## src/rtl/writeback_unit_pkg.sv

```systemverilog
// Shared constants, encodings and types for the X->W writeback slice of the RV32I core.
package writeback_unit_pkg;

    localparam int          XLEN     = 32;
    localparam logic [31:0] NOP_INST = 32'h0000_0013;
    localparam logic [11:0] TOHOST_A = 12'h51E;

    typedef enum logic [1:0] {
        WB_MEM = 2'd0,
        WB_ALU = 2'd1,
        WB_PC4 = 2'd2,
        WB_RSV = 2'd3
    } wb_sel_e;

    typedef enum logic [1:0] {
        CSR_NONE = 2'd0,
        CSR_RS1  = 2'd1,
        CSR_ZIMM = 2'd2,
        CSR_RSV  = 2'd3
    } csr_sel_e;

    localparam logic [2:0] F3_LB  = 3'b000;
    localparam logic [2:0] F3_LH  = 3'b001;
    localparam logic [2:0] F3_LW  = 3'b010;
    localparam logic [2:0] F3_LBU = 3'b100;
    localparam logic [2:0] F3_LHU = 3'b101;

    typedef struct packed {
        logic [XLEN-1:0] inst;
        logic [XLEN-1:0] pc;
        logic [XLEN-1:0] alu;
        logic [XLEN-1:0] rs1;
    } w_reg_t;

    function automatic logic csr_sel_writes(input logic [1:0] sel);
        return (sel == CSR_RS1) || (sel == CSR_ZIMM);
    endfunction

endpackage

```

## src/rtl/writeback_unit_if.sv

```systemverilog
// X-stage operands, StageW decode and writeback results exchanged with the writeback unit.
interface writeback_unit_if;
    import writeback_unit_pkg::*;

    logic [XLEN-1:0] inst_X;
    logic [XLEN-1:0] pc_X;
    logic [XLEN-1:0] alu_X;
    logic [XLEN-1:0] rs1_X;
    logic [XLEN-1:0] dmem_dout;
    logic [1:0]      WBSel;
    logic            RegWEn;
    logic [1:0]      CSRSel;

    logic [XLEN-1:0] inst_W;
    logic [4:0]      wb_addr;
    logic [XLEN-1:0] wb_data;
    logic            wb_en;

    modport master (
        output inst_X, pc_X, alu_X, rs1_X, dmem_dout, WBSel, RegWEn, CSRSel,
        input  inst_W, wb_addr, wb_data, wb_en
    );

    modport slave (
        input  inst_X, pc_X, alu_X, rs1_X, dmem_dout, WBSel, RegWEn, CSRSel,
        output inst_W, wb_addr, wb_data, wb_en
    );

endinterface

```

## src/rtl/writeback_unit_load_extract.sv

```systemverilog
// Picks the addressed byte/halfword out of a DMEM word and extends it per the load funct3.
module load_extract
    import writeback_unit_pkg::*;
(
    input  logic [XLEN-1:0] dout,
    input  logic [2:0]      funct3,
    input  logic [1:0]      off,
    output logic [XLEN-1:0] value
);

    logic [7:0]  byte_v;
    logic [15:0] half_v;

    always_comb begin
        byte_v = dout[7:0];
        case (off)
            2'd0: byte_v = dout[7:0];
            2'd1: byte_v = dout[15:8];
            2'd2: byte_v = dout[23:16];
            2'd3: byte_v = dout[31:24];
            default: byte_v = dout[7:0];
        endcase
    end

    // Halfword loads are assumed aligned, so only off[1] selects.
    assign half_v = off[1] ? dout[31:16] : dout[15:0];

    always_comb begin
        value = dout;
        case (funct3)
            F3_LB:   value = {{24{byte_v[7]}}, byte_v};
            F3_LBU:  value = {24'b0, byte_v};
            F3_LH:   value = {{16{half_v[15]}}, half_v};
            F3_LHU:  value = {16'b0, half_v};
            F3_LW:   value = dout;
            default: value = dout;
        endcase
    end

endmodule

```

## src/rtl/writeback_unit.sv

```systemverilog
// X->W pipeline register, writeback mux, tohost CSR and cycle/instret counters.
module writeback_unit
    import writeback_unit_pkg::*;
(
    input  logic             clk,
    input  logic             rst_n,
    input  logic             stall,
    input  logic             flush,
    writeback_unit_if.slave  wb,
    output logic [XLEN-1:0]  tohost,
    output logic             tohost_vld,
    output logic [XLEN-1:0]  cycle_cnt,
    output logic [XLEN-1:0]  instret
);

    w_reg_t          w_q;
    logic [XLEN-1:0] load_val;
    logic [XLEN-1:0] wb_data_c;
    logic [XLEN-1:0] csr_val;
    logic            csr_we;
    logic            retire;

    // Flush beats stall so a redirect can never be held in W.
    always_ff @(posedge clk or negedge rst_n) begin
        if (!rst_n)
            w_q <= '{inst: NOP_INST, pc: '0, alu: '0, rs1: '0};
        else if (flush)
            w_q <= '{inst: NOP_INST, pc: '0, alu: '0, rs1: '0};
        else if (!stall)
            w_q <= '{inst: wb.inst_X, pc: wb.pc_X, alu: wb.alu_X, rs1: wb.rs1_X};
    end

    load_extract u_load_extract (
        .dout   (wb.dmem_dout),
        .funct3 (w_q.inst[14:12]),
        .off    (w_q.alu[1:0]),
        .value  (load_val)
    );

    always_comb begin
        wb_data_c = '0;
        case (wb.WBSel)
            WB_MEM:  wb_data_c = load_val;
            WB_ALU:  wb_data_c = w_q.alu;
            WB_PC4:  wb_data_c = w_q.pc + 32'd4;
            default: wb_data_c = '0;
        endcase
    end

    assign wb.inst_W  = w_q.inst;
    assign wb.wb_addr = w_q.inst[11:7];
    assign wb.wb_data = wb_data_c;
    assign wb.wb_en   = wb.RegWEn && (w_q.inst[11:7] != 5'd0);

    // A stalled CSR op writes only on the edge it actually leaves W.
    assign csr_we  = csr_sel_writes(wb.CSRSel) && (w_q.inst[31:20] == TOHOST_A) && !stall;
    assign csr_val = (wb.CSRSel == CSR_RS1) ? w_q.rs1 : {27'b0, w_q.inst[19:15]};
    assign retire  = !stall && (w_q.inst != NOP_INST);

    always_ff @(posedge clk or negedge rst_n) begin
        if (!rst_n) begin
            tohost     <= '0;
            tohost_vld <= 1'b0;
        end else begin
            tohost_vld <= csr_we;
            if (csr_we)
                tohost <= csr_val;
        end
    end

    always_ff @(posedge clk or negedge rst_n) begin
        if (!rst_n) begin
            cycle_cnt <= '0;
            instret   <= '0;
        end else begin
            cycle_cnt <= cycle_cnt + 32'd1;
            if (retire)
                instret <= instret + 32'd1;
        end
    end

endmodule

```

## src/flat_wrapper.sv

```systemverilog
// flat-port wrapper written by rule: the top's interface ports become plain ports
module writeback_unit_flat import writeback_unit_pkg::*;
  (clk, rst_n, stall, flush, tohost, tohost_vld, cycle_cnt, instret, wb_inst_X, wb_pc_X, wb_alu_X, wb_rs1_X, wb_dmem_dout, wb_WBSel, wb_RegWEn, wb_CSRSel, wb_inst_W, wb_wb_addr, wb_wb_data, wb_wb_en);
  writeback_unit_if wb_i ();
  input  logic clk;
  input  logic rst_n;
  input  logic stall;
  input  logic flush;
  output logic [XLEN-1:0] tohost;
  output logic tohost_vld;
  output logic [XLEN-1:0] cycle_cnt;
  output logic [XLEN-1:0] instret;
  input wire logic [$bits(wb_i.inst_X)-1:0] wb_inst_X;
  input wire logic [$bits(wb_i.pc_X)-1:0] wb_pc_X;
  input wire logic [$bits(wb_i.alu_X)-1:0] wb_alu_X;
  input wire logic [$bits(wb_i.rs1_X)-1:0] wb_rs1_X;
  input wire logic [$bits(wb_i.dmem_dout)-1:0] wb_dmem_dout;
  input wire logic [$bits(wb_i.WBSel)-1:0] wb_WBSel;
  input wire logic [$bits(wb_i.RegWEn)-1:0] wb_RegWEn;
  input wire logic [$bits(wb_i.CSRSel)-1:0] wb_CSRSel;
  output wire logic [$bits(wb_i.inst_W)-1:0] wb_inst_W;
  output wire logic [$bits(wb_i.wb_addr)-1:0] wb_wb_addr;
  output wire logic [$bits(wb_i.wb_data)-1:0] wb_wb_data;
  output wire logic [$bits(wb_i.wb_en)-1:0] wb_wb_en;
  assign wb_i.inst_X = wb_inst_X;
  assign wb_i.pc_X = wb_pc_X;
  assign wb_i.alu_X = wb_alu_X;
  assign wb_i.rs1_X = wb_rs1_X;
  assign wb_i.dmem_dout = wb_dmem_dout;
  assign wb_i.WBSel = wb_WBSel;
  assign wb_i.RegWEn = wb_RegWEn;
  assign wb_i.CSRSel = wb_CSRSel;
  assign wb_inst_W = wb_i.inst_W;
  assign wb_wb_addr = wb_i.wb_addr;
  assign wb_wb_data = wb_i.wb_data;
  assign wb_wb_en = wb_i.wb_en;
  writeback_unit u_core (.clk(clk), .rst_n(rst_n), .stall(stall), .flush(flush), .wb(wb_i), .tohost(tohost), .tohost_vld(tohost_vld), .cycle_cnt(cycle_cnt), .instret(instret));
endmodule
```

## config.mk

```make
export PLATFORM = sky130hd
export DESIGN_NAME = writeback_unit_flat
export DESIGN_NICKNAME = d
export VERILOG_FILES = /design/src/rtl/writeback_unit_pkg.sv /design/src/rtl/writeback_unit_if.sv /design/src/rtl/writeback_unit_load_extract.sv /design/src/rtl/writeback_unit.sv /design/src/flat_wrapper.sv
export SDC_FILE = /design/constraint.sdc
export NUM_CORES = 1
export LEC_CHECK = 0
export BUFFER_PORTS_ARGS = -buffer_cell sky130_fd_sc_hd__buf_2
export CORE_AREA = 2 2 198 200
export DETAILED_ROUTE_END_ITERATION = 16
export DIE_AREA = 0 0 200 202
export PLACE_DENSITY = 0.59
export RECOVER_POWER = 50
export REMOVE_ABC_BUFFERS = 1
export SYNTH_ARGS = -nofsm -noshare
export SYNTH_HDL_FRONTEND = slang
export SYNTH_SLANG_ARGS = --single-unit
export TNS_END_PERCENT = 20
```

## constraint.sdc

```tcl
create_clock -name clk -period 2.3 [get_ports clk]
set_input_delay 0.23 -clock clk [delete_from_list [all_inputs] [get_ports clk]]
set_output_delay 0.23 -clock clk [all_outputs]
set_load 0.01 [all_outputs]
```

-- Yosys cells after proc, flatten, opt, wreduce, memory -nomap -nowiden
Index checks and enable logic that the tools add are counted.
Widths: inputs -> output; s select.
- add/sub/neg operators: 3
- $mul: 0
- divide/modulo/power cells: 0
- magnitude comparators: 0
- equal/unequal tests: 13
- shift-type cells: 0
- multiplexer cells: 7
- bitwise logic cells: 0
- reduce and logical (&&, ||, !) cells: 10
- operators by type and width (cell ; number):
    $mux 128 ; 2
    $pmux 32 s4 ; 1
    $pmux 32 s3 ; 1
    $add 32x1->32 const B ; 2
    $add 32x3->32 const B ; 1
    $mux 32 ; 1
    $ne 32x5->1 const B ; 1
    $pmux 8 s4 ; 1
    $mux 16 ; 1
    $eq 12x11->1 const B ; 1
    $eq 2x2->1 const B ; 4
    $eq 2x1->1 const B ; 3
    $eq 3x3->1 const B ; 2
    $reduce_bool 5->1 ; 1
    $logic_and 1x1->1 ; 4
    $logic_not 2->1 ; 2
    $eq 3x1->1 const B ; 1
    $logic_not 3->1 ; 1
    $ne 2x1->1 const B ; 1
    $logic_not 1->1 ; 1
    $logic_or 1x1->1 ; 1
- bits in registers: 225
- bits in latches: 0
- memory bits (writable): 0
- memory bits (read-only): 0
- input port bits: 169
- output and inout port bits: 167
- word-level logic and storage cells: 41
- memories kept: 0

-- Depth between registers and ports, before layout
Gate-level depths: netlist (run 1).
- depth after elaboration: 4
- gate-level depth with buffers: 9
- mapped depth without buffers: 8

-- Modules after synthesis
A second synthesis (run 1) with hierarchy kept.
- cell total of the unflattened synthesis: 1156
- area total of the unflattened synthesis: 11517.3 um^2
- modules (own cells, without submodules) (module ; instances ; cells each ; area each (um^2) ; seq. area each (um^2)):
    writeback_unit ; 1 ; 1045 ; 10849.2 ; 5634.2
    load_extract ; 1 ; 111 ; 668.1 ; 0.0

-- Worst setup path before layout (run 1)
OpenSTA, ideal clock, no wires.
- kind: reg2out
- start point: register u_core.w_q[33] (netlist bit)
- end point: output wb_wb_data[16]
- arrival time: 2.229 ns
- required time: 2.070 ns
- path slack: -0.159 ns
- stages on the path, launching flop included: 8
- buffers on the path: 2
- cells stage by stage: dfrtp_1 > clkbuf_1 > mux4_2 > and2_1 > o21ai_1 > clkbuf_1 > a2bb2oi_1 > o21ai_0
- word-level cells in the longest chain between the ends: 4
- elaborated cells between the ends (all ways): 8
- classes of those cells: eq/ne: 3; mux: 4; reduce/logical: 1
- ends and longest elaborated chain (element ; line ; RTL):
    start, declared ; writeback_unit.sv:16 ; w_reg_t w_q;
    start signal, assigned ; writeback_unit.sv:26 ; w_q <= '{inst: NOP_INST, pc: '0, alu: '0, rs1: '0};
    start signal, assigned ; writeback_unit.sv:28 ; w_q <= '{inst: NOP_INST, pc: '0, alu: '0, rs1: '0};
    start signal, assigned ; writeback_unit.sv:30 ; w_q <= '{inst: wb.inst_X, pc: wb.pc_X, alu: wb.alu_X, rs1: wb.rs1_X};
    $eq 2x2->1, or another cell as far along ; writeback_unit_load_extract.sv:16 ; case (off)
    $pmux 8 s4 ; writeback_unit_load_extract.sv:16 ;
    $pmux 32 s4 * ; writeback_unit_load_extract.sv:30 ; case (funct3)
    $pmux 32 s3 * ; writeback_unit.sv:42 ; case (wb.WBSel)
    end, declared ; flat_wrapper.sv:23 ; output wire logic [$bits(wb_i.wb_data)-1:0] wb_wb_data;
Mark *: on every way between the ends. The rest lies on a longest branch, timed or not.

-- Worst setup path in the final report (run 1)
- start point: register u_core.w_q[33] (netlist bit)
- end point: output wb_wb_data[15]
The elaborated chain is that of the path after synthesis.

==> results of run 1 <==
## final timing paths
check                                 endpoint  slack (ps)  cells past startpoint
max                             wb_wb_data[15]        -410                      7
min                        u_core.wb.inst_W[4]          30                      3
max reg2reg                 u_core.instret[26]         140                      5
min reg2reg                  u_core.tohost[29]         460                      2
max in group asynchronous       u_core.w_q[82]         240                      2
min in group asynchronous       u_core.w_q[47]         770                      2
## where the power goes
group / internal [mW] / switching [mW]
logic: 0.777 / 0.857
clock network: 2.42 / 1.66
registers: 4.15 / 0.200
total: 7.35 / 2.72
## layout by cell type, fill, tap and decap left out, types with 28 or more instances in the layout
cell type | netlist | routed
buf_2 | 1 | 332
dfrtp_1 | 222 | 220
nor2_1 | 156 | 154
dlygate4sd3_1 | 0 | 136
mux2i_1 | 132 | 132
nand2_1 | 109 | 108
buf_4 | 37 | 59
nand3_1 | 55 | 54
xor2_1 | 53 | 53
xnor2_1 | 36 | 36
nor3_1 | 31 | 28
## sequential cells by signal (all words and copies together), names as in the netlist
register,count
u_core.w_q,96
u_core.wb.inst_W,32
u_core.cycle_cnt,32
u_core.tohost,32
u_core.instret,32
u_core.tohost_vld,1
## logic make-up (layout without fill, tap and decap cells)
group	after synthesis	count (layout)	synth area share, %
compound gates	113	113	6.714
xor+xnor	89	89	6.902
fa+ha+maj	4	4	0.4432
buf+inv	111	597	5.063
flops	225	225	49.89
mux	138	138	12.40
other cells	0	4	0
simple gates	442	442	18.59
## area by class of cell
class	instances	area share, %
antenna	4	0.06196
clock buffer	39	4.818
clock inverter	5	0.3485
inverter	10	0.2324
multi-input combinational	786	32.98
sequential	225	34.89
tap	518	4.012
timing repair buffer	543	22.66
## metal layers
| metal | track usage [%] | part of all wire [%] | vias to the layer above | routed length (um) |
|---|---|---|---|---|
| li1 | - | - | 4824 | - |
| met5 | 0 | 0 | - | 0 |
| met4 | 5.212 | 2.7 | 0 | 1005 |
| met2 | 31.01 | 48 | 395 | 18030 |
| met3 | 4.439 | 7.3 | 70 | 2736 |
| met1 | 23.61 | 42 | 4950 | 15920 |
## worst min-delay path, delay by kind of cell
family,cells,cell delay [ps]
compound gates,1,110
buf+inv,1,70
simple gates,1,130
## what timing repair did
action / in CTS / in global routing
hold buffers: 136 / 0
gates resized for setup: 52 / 17
gates cloned: 1 / 0
endpoints found under the hold margin: 191 / 0
setup buffers: 6 / 0
setup endpoints to repair: 31 / 32
pin swaps: 10 / 3
## through the flow
stage / util (%) / cell area [sq um] / worst slack (ps) / setup TNS [ps] / power (mW)
after floorplan: - / 10760 / -2628 / -82640 / 4.974
after global placement: 35.78 / 13700 / -94.53 / -94.53 / 5.782
after detailed placement: 35.78 / 13700 / -70.59 / -70.59 / 5.803
after CTS: 42.11 / 16120 / -394.0 / -8157 / 10.17
after global routing: 42.19 / 16150 / -482.9 / -15760 / 10.52
final: 42.19 / 16150 / -412.5 / -7848 / 10.06
==> reports/results.ini, run 1 <==
[sta]
fin_skew_ps=9.243
max-slew-margin-rel_pct=-30.50
setup_viol=28
worst_pin_slew_ps=1957
hold_slack_ps=34.56
rsz0062_at_grt=true
final_max_slew_viol_count=71
period_share_pct=117.9
fmax_mhz=368.7
fin_crit_ps=2712
final_hold_viol_count=0
layout_setup_ws_ps=-412.5

[clock_tree]
root_buffer=clkbuf_16
max-clock-path-buffers=3
htreeDepth=1
cts_sinks=225
clk_latency_ps=550
numCtsBuffers=25
cts_tree=built
cts.clk_slew.worst_paths_ps=60

[drt]
wl_um=37690
first_iter_violations=471
vias_per_cell=4.807
routed-via-count=10240
routedWlPerCell_um=17.70
postRouteAntennaNets=0
drc=0
first_pass_iters=5

[logic_synthesis]
ys_types=60
synth_top_area_share_pct=49.19
synth.most_common_cell=dfrtp_1
synth_common_cells=dfrtp_1 (222), nor2_1 (156), mux2i_1 (132)
yosysSeqAreaShare_pct=49.89
syn-cell-area_sq_mm=0.01129
yosys-top-cells-area=dfrtp_1 (49%), mux2i_1 (12%), nor2_1 (5.2%)
async_flop_share_pct=100.0
synth_edf_count=0
synth-seq-cells=225
synth_top_cell_by_area=dfrtp_1
ys_warn_count=0
synthFlopType=dfrtp_1
avgSynthCellArea_sq_um=10.07
synth_cells=1122

[outcome]
violations=capacitance limit, slew limit, setup timing
status=complete, but fails checks

[worst_setup_path]
critPathLaunch=u_core.w_q[33]
critPathBufInv=2
cp_top_family=multiplexers
cp_slowest_stage_delay_ps=550
crit_slowest_cell=mux4_2
crit_fanout=3
crit_chain=mux4_2, nand2_2, nor3_2, buf_4, o221a_4, a221o_1, buf_2
r2r_start=u_core.instret[3]
crit_type=reg2out
critPathCaptureType=primary output
required_ps=2070
arrival_ps=2480
start_kind=flop

[global_routing]
grt_pass1_vias=10680
antenna_found_initial=3
track_usage_pct=18.48
grt_first_pass_wirelength_um=59220
overflow=0
grt_max_degree=75

[placement]
place_inst=1939
routabilityCongestion=0.9094
hpwl_um=26400
portBuffers=335

[finish]
layout-drive-gt1-share_pct=31.65
fillers=3733
final_nets=1764
finalNonFillerCells=2130
syn_to_final_growth_pct=43.04
multi_input_area_sq_mm=0.005328
regArea_sq_mm=0.005637

[pwr]
p_leak_nw=8.241
power.density_mw_per_mm2=622.9
ir_worst_vdd_uv=453.8

[job]
maxCapViolations=1

[floorplan]
die_w_um=200
die_h_um=202
initial_core_util_pct=29.50
core_region_area_sq_mm=0.03829
die_area_sq_mm=0.04040
ios=336
row_count=72

[hold_path]
holdCritStartpoint=wb_inst_X[4]
hold_path.class=in2reg

(Power assumes the default switching activity.)
==> inputs of run 2 (changes only) <==
--- a/config.mk
+++ b/config.mk
@@ -6,13 +6,14 @@
 export NUM_CORES = 1
 export LEC_CHECK = 0
 export BUFFER_PORTS_ARGS = -buffer_cell sky130_fd_sc_hd__buf_2
-export CORE_AREA = 2 2 198 200
+export CORE_AREA = 2 2 199 201
 export DETAILED_ROUTE_END_ITERATION = 16
-export DIE_AREA = 0 0 200 202
-export PLACE_DENSITY = 0.59
+export DIE_AREA = 0 0 201 203
+export PLACE_DENSITY = 0.6
 export RECOVER_POWER = 50
 export REMOVE_ABC_BUFFERS = 1
 export SYNTH_ARGS = -nofsm -noshare
 export SYNTH_HDL_FRONTEND = slang
+export SYNTH_HIERARCHICAL = 1
 export SYNTH_SLANG_ARGS = --single-unit
 export TNS_END_PERCENT = 20
==> run 2 against run 1 <==
Net effect: highest routed layer unchanged; count of clock-buffer cells in the layout up 1; design area is 2.1% lower; via count is 0.81% higher; largest cell class unchanged; maximum frequency up 0.80%; sequential power is essentially flat; utilization decreased by 1.1 points; the flow still finishes with violations (capacitance limit, slew limit, setup timing).
==> reports/results.ini, run 2 <==
[clock_tree]
clk_latency_ps=560
max-clock-path-buffers=3
htreeDepth=1
root_buffer=clkbuf_16
numCtsBuffers=27
cts.clk_slew.worst_paths_ps=60
cts_tree=built
cts_sinks=225

[logic_synthesis]
synthFlopType=dfrtp_1
synth_top_cell_by_area=dfrtp_1
ys_types=49
synth_cells=1156
synth_top_area_share_pct=48.23
avgSynthCellArea_sq_um=9.963
synth_common_cells=dfrtp_1 (222), mux2i_1 (154), nor2_1 (147)
yosys-top-cells-area=dfrtp_1 (48%), mux2i_1 (13%), nor2_1 (4.8%)
synth-seq-cells=225
ys_warn_count=6
synth_edf_count=0
syn-cell-area_sq_mm=0.01152
synth.most_common_cell=dfrtp_1
async_flop_share_pct=100.0
yosysSeqAreaShare_pct=48.92

[sta]
layout_setup_ws_ps=-391.0
fmax_mhz=371.6
final_hold_viol_count=0
period_share_pct=117.0
hold_slack_ps=203.3
tns_ps=-9324
fin_skew_ps=12.19
rsz0062_at_grt=true
fin_crit_ps=2691
final_max_slew_viol_count=57
setup_viol=32
worst_pin_slew_ps=2062
max-slew-margin-rel_pct=-37.45

[global_routing]
grt_max_degree=94
antenna_found_initial=5
grt_pass1_vias=10660
track_usage_pct=19.09
grt_first_pass_wirelength_um=62070
overflow=0

[floorplan]
initial_core_util_pct=29.94
die_area_sq_mm=0.04080
die_h_um=203
core_region_area_sq_mm=0.03847
die_w_um=201
row_count=72
ios=336

[worst_setup_path]
critPathCaptureType=primary output
rr_endpoint=u_core/instret[1]
start_kind=flop
crit_type=reg2out
crit_fanout=8
r2r_start=u_core/wb.inst_W[13]
r2r_slack_ps=90
worst_r2r_path_depth=7
arrival_ps=2460
required_ps=2070

[finish]
final_core_util_pct=41.13
fillers=3818
top_register=u_core/w_q
fin_area_sq_mm=0.01582
layout-drive-gt1-share_pct=27.60
syn_to_final_growth_pct=37.37
final_common_cell=buf_2
finalNonFillerCells=2129
layout_common_cells=buf_2 (331), dfrtp_1 (218), mux2i_1 (153)
largest_reg_flops=96
final_nets=1759

[outcome]
violations=capacitance limit, slew limit, setup timing
status=complete, but fails checks

[pwr]
p_total_mw=10.22
p_leak_nw=8.084
ir_worst_vdd_uv=559.5
power.density_mw_per_mm2=646.2

[hold_path]
holdCritStartpoint=stall
hold_path.class=in2reg
hold_path_depth=3
min_to=u_core/w_q[5]

[drt]
wl_um=39940
drc=0
vias_per_cell=4.848
first_pass_iters=4
postRouteAntennaNets=0
routedWlPerCell_um=18.76
first_iter_violations=529
routed-via-count=10320

[job]
maxCapViolations=1

[placement]
post-place-ws_ps=39.41
place_area_sq_mm=0.01366
portBuffers=335
routabilityCongestion=0.9487
hpwl_um=27780
place_inst=1944

==> run 2: changes by cell type after synthesis, sizes merged, moves of 20 or more <==
cell / previous run / this run
xor2: 53 / 31
a21oi: 25 / 2
mux2i: 132 / 154
nand2: 109 / 134
nor3: 31 / 4
xnor2: 36 / 57
nand3: 55 / 75
==> run 2: cells by family (layout without fill, tap and decap cells) <==
kind of cell | count (synthesis) | count (layout) | synth area share (%)
XOR/XNOR | 88 | 88 | 6.692
other | 0 | 6 | 0
adder cells (fa/ha/maj) | 4 | 4 | 0.4346
AND/OR/NAND/NOR | 466 | 466 | 18.84
AO/OA/AOI/OAI | 98 | 98 | 5.834
buffers and inverters | 119 | 568 | 5.606
multiplexers | 156 | 156 | 13.68
flip-flops | 225 | 225 | 48.92
==> run 2: what timing repair did <==
action	4_1_cts	5_1_grt
hold buffers	129	0
setup buffers	2	0
hold endpoints to repair	350	0
resized for setup	15	10
pin swaps	12	2
setup endpoints to repair	32	57
==> run 2: area by class of cell <==
type	instances	area [sq um]	share of cell area [%]
antenna	6	15.01	0.09490
clock buffer	40	784.5	4.958
clock inverter	8	82.58	0.5219
inverter	13	48.80	0.3084
multi-input combinational	812	5286	33.41
sequential	225	5639	35.64
tap	518	648.1	4.096
timing repair buffer	507	3317	20.96
==> run 2: critical path: stages (launching register included) <==
cell	delay, ps
dfrtp_2	410
mux4_2	520
and3b_2	290
a221o_1	280
mux2i_1	150
o22ai_1	90
buf_2	170
==> run 2: where the power goes <==
part	internal, mW	switching [mW]
combinational	0.773	0.894
clock	2.47	1.73
sequential	4.15	0.200
==> run 2: worst max path at each step <==
stage	endpoint	slack (ps)	start
4_1_cts	wb_wb_data[15]	-450	u_core/w_q[33]
5_1_grt	wb_wb_data[31]	-480	u_core/wb.inst_W[14]
3_3_place_gp	u_core/instret[1]	70	u_core/wb.inst_W[13]
6_report	wb_wb_data[15]	-390	u_core/w_q[33]
3_5_place_dp	u_core/instret[1]	40	u_core/wb.inst_W[13]
2_1_floorplan	wb_wb_data[19]	-10	u_core/wb.inst_W[13]
==> run 2: layer usage <==
layer,global-route usage (%),share of wire [%],vias up
met3,3.419,5.6,90
met4,7.275,3.6,0
met1,24.69,43,5059
met2,31.86,48,354
met5,0,0,-
li1,-,-,4819
==> inputs of run 3 (changes only) <==
--- a/config.mk
+++ b/config.mk
@@ -12,6 +12,7 @@
 export PLACE_DENSITY = 0.6
 export RECOVER_POWER = 50
 export REMOVE_ABC_BUFFERS = 1
+export SKIP_LAST_GASP = 1
 export SYNTH_ARGS = -nofsm -noshare
 export SYNTH_HDL_FRONTEND = slang
 export SYNTH_HIERARCHICAL = 1
==> run 3 against run 2 <==
Net effect: the run still ends with capacitance limit, slew limit, setup timing left; combinational power about the same; clock skew is 1.8 ps lower; die area stayed put; worst hold slack lost 11 ps; maximum frequency fell by 0.32%; total power about the same; register-to-register slack gained 20 ps; sequential share of layout area is essentially flat; first-iteration DRC count is 0.57% lower; via count up 0.44%; design area shrank 0.11%; sequential cell count is the same; critical path type unchanged; largest power group unchanged; highest routed layer unchanged.
==> reports/results.ini, run 3 (synthesis results as in run 2) <==
[outcome]
status=complete, but fails checks
violations=capacitance limit, slew limit, setup timing

[worst_setup_path]
crit_fanout=8
required_ps=2070
rr_endpoint=u_core/instret[1]
critPathCaptureType=primary output
start_kind=flop
crit_type=reg2out
critPathLaunch=u_core/w_q[33]
r2r_start=u_core/wb.inst_W[13]
arrival_ps=2470
worst_r2r_path_depth=7
r2r_slack_ps=110

[drt]
drc=0
vias_per_cell=4.872
wl_um=39920
first_pass_iters=5
routedWlPerCell_um=18.76
postRouteAntennaNets=0
routed-via-count=10370
first_iter_violations=526

[sta]
layout_setup_ws_ps=-399.5
max-slew-margin-rel_pct=-35.91
rsz0062_at_grt=true
setup_viol=32
final_max_slew_viol_count=57
fin_crit_ps=2700
final_hold_viol_count=0
period_share_pct=117.4
fin_skew_ps=10.38
worst_pin_slew_ps=2039
tns_ps=-9924
fmax_mhz=370.4

[global_routing]
antenna_found_initial=5
grt_pass1_vias=10670
track_usage_pct=19.08
grt_first_pass_wirelength_um=62040
overflow=0
grt_max_degree=94

[clock_tree]
clk_latency_ps=560
numCtsBuffers=27
htreeDepth=1
cts_tree=built
cts_sinks=225
cts.clk_slew.worst_paths_ps=60
root_buffer=clkbuf_16
max-clock-path-buffers=3

[floorplan]
die_w_um=201
initial_core_util_pct=29.94
die_h_um=203
die_area_sq_mm=0.04080
row_count=72
core_region_area_sq_mm=0.03847
ios=336

[finish]
layout_common_cells=buf_2 (332), dfrtp_1 (218), mux2i_1 (154)
finalNonFillerCells=2128
final_nets=1759
final_core_util_pct=41.08
top_register=u_core/w_q
fillers=3824
syn_to_final_growth_pct=37.22
layout-drive-gt1-share_pct=27.41
largest_reg_flops=96
final_common_cell=buf_2

[placement]
place_inst=1944
hpwl_um=27780
portBuffers=335
routabilityCongestion=0.9487

[pwr]
pwr-share-comb_pct=16.3
seqPwrFrac_pct=42.6
p_int_mw=7.392
p_leak_nw=8.083
power.density_mw_per_mm2=646.8
ir_worst_vdd_uv=560.6
netSwitchingFraction_pct=27.69
power_switching_mw=2.830
p_clk_share_pct=41.2

[hold_path]
min_to=u_core/w_q[5]
holdCritStartpoint=stall
hold_path.class=in2reg
hold_path_depth=3

[job]
maxCapViolations=1

run 3: critical path: stages (launching register included):
cell and delay, ps:
dfrtp_2 410, mux4_2 520, and3b_2 290, a221o_1 280
mux2i_1 160, o22ai_1 90, buf_2 170
run 3: worst max path at each step:
stage                        endpoint  slack (ps)
floorplan              wb_wb_data[19]         -10
global route           wb_wb_data[31]        -480
CTS                    wb_wb_data[15]        -450
global placement    u_core/instret[1]          70
finish                 wb_wb_data[15]        -400
detailed placement  u_core/instret[1]          40
run 3: layout make-up:
class                   count  area [sq um]  share of cell area [%]
clock inverters             8         82.58                  0.5225
flip-flops and latches    225          5639                   35.68
diodes                      5         12.51                 0.07917
repair buffers            507          3314                   20.97
multi-input cells         812          5274                   33.37
clock buffers              40         784.5                   4.964
inverters                  13         48.80                  0.3088
well taps                 518         648.1                   4.101
run 3: power groups by stage:
stage	registers, mW	clock network, mW	logic (mW)
floorplan	4.43	0	0.614
global placement	4.41	0	1.45
detailed placement	4.42	0	1.47
CTS	4.35	4.35	1.67
global route	4.38	4.50	1.80
finish	4.35	4.21	1.66
run 3: layer usage:
metal  share of wire (%)  global-route usage [%]
met5                   0                       0
met4                 3.6                   7.381
met3                 5.6                   3.403
met2                  48                   31.75
met1                  43                   24.72
run 3: per-stage QoR:
step | power [mW] | area [sq um] | hold slack, ps | setup WS [ps]
finish | 10.22 | 15800 | 192.5 | -399.5
global route | 10.69 | 15800 | 212.4 | -476.4
CTS | 10.37 | 15850 | 36.41 | -451.9
detailed placement | 5.887 | 13660 | 51.54 | 39.41
global placement | 5.867 | 13660 | 50.10 | 71.62
floorplan | 5.041 | 10920 | -65.59 | -13.12
run 3: timing repair:
action / in CTS / in global routing
hold buffers: 129 / 0
hold endpoints to repair: 350 / 0
pin swaps: 4 / 1
resized for setup: 8 / 9
buffers inserted: 2 / 0
endpoints found under the setup margin: 32 / 57
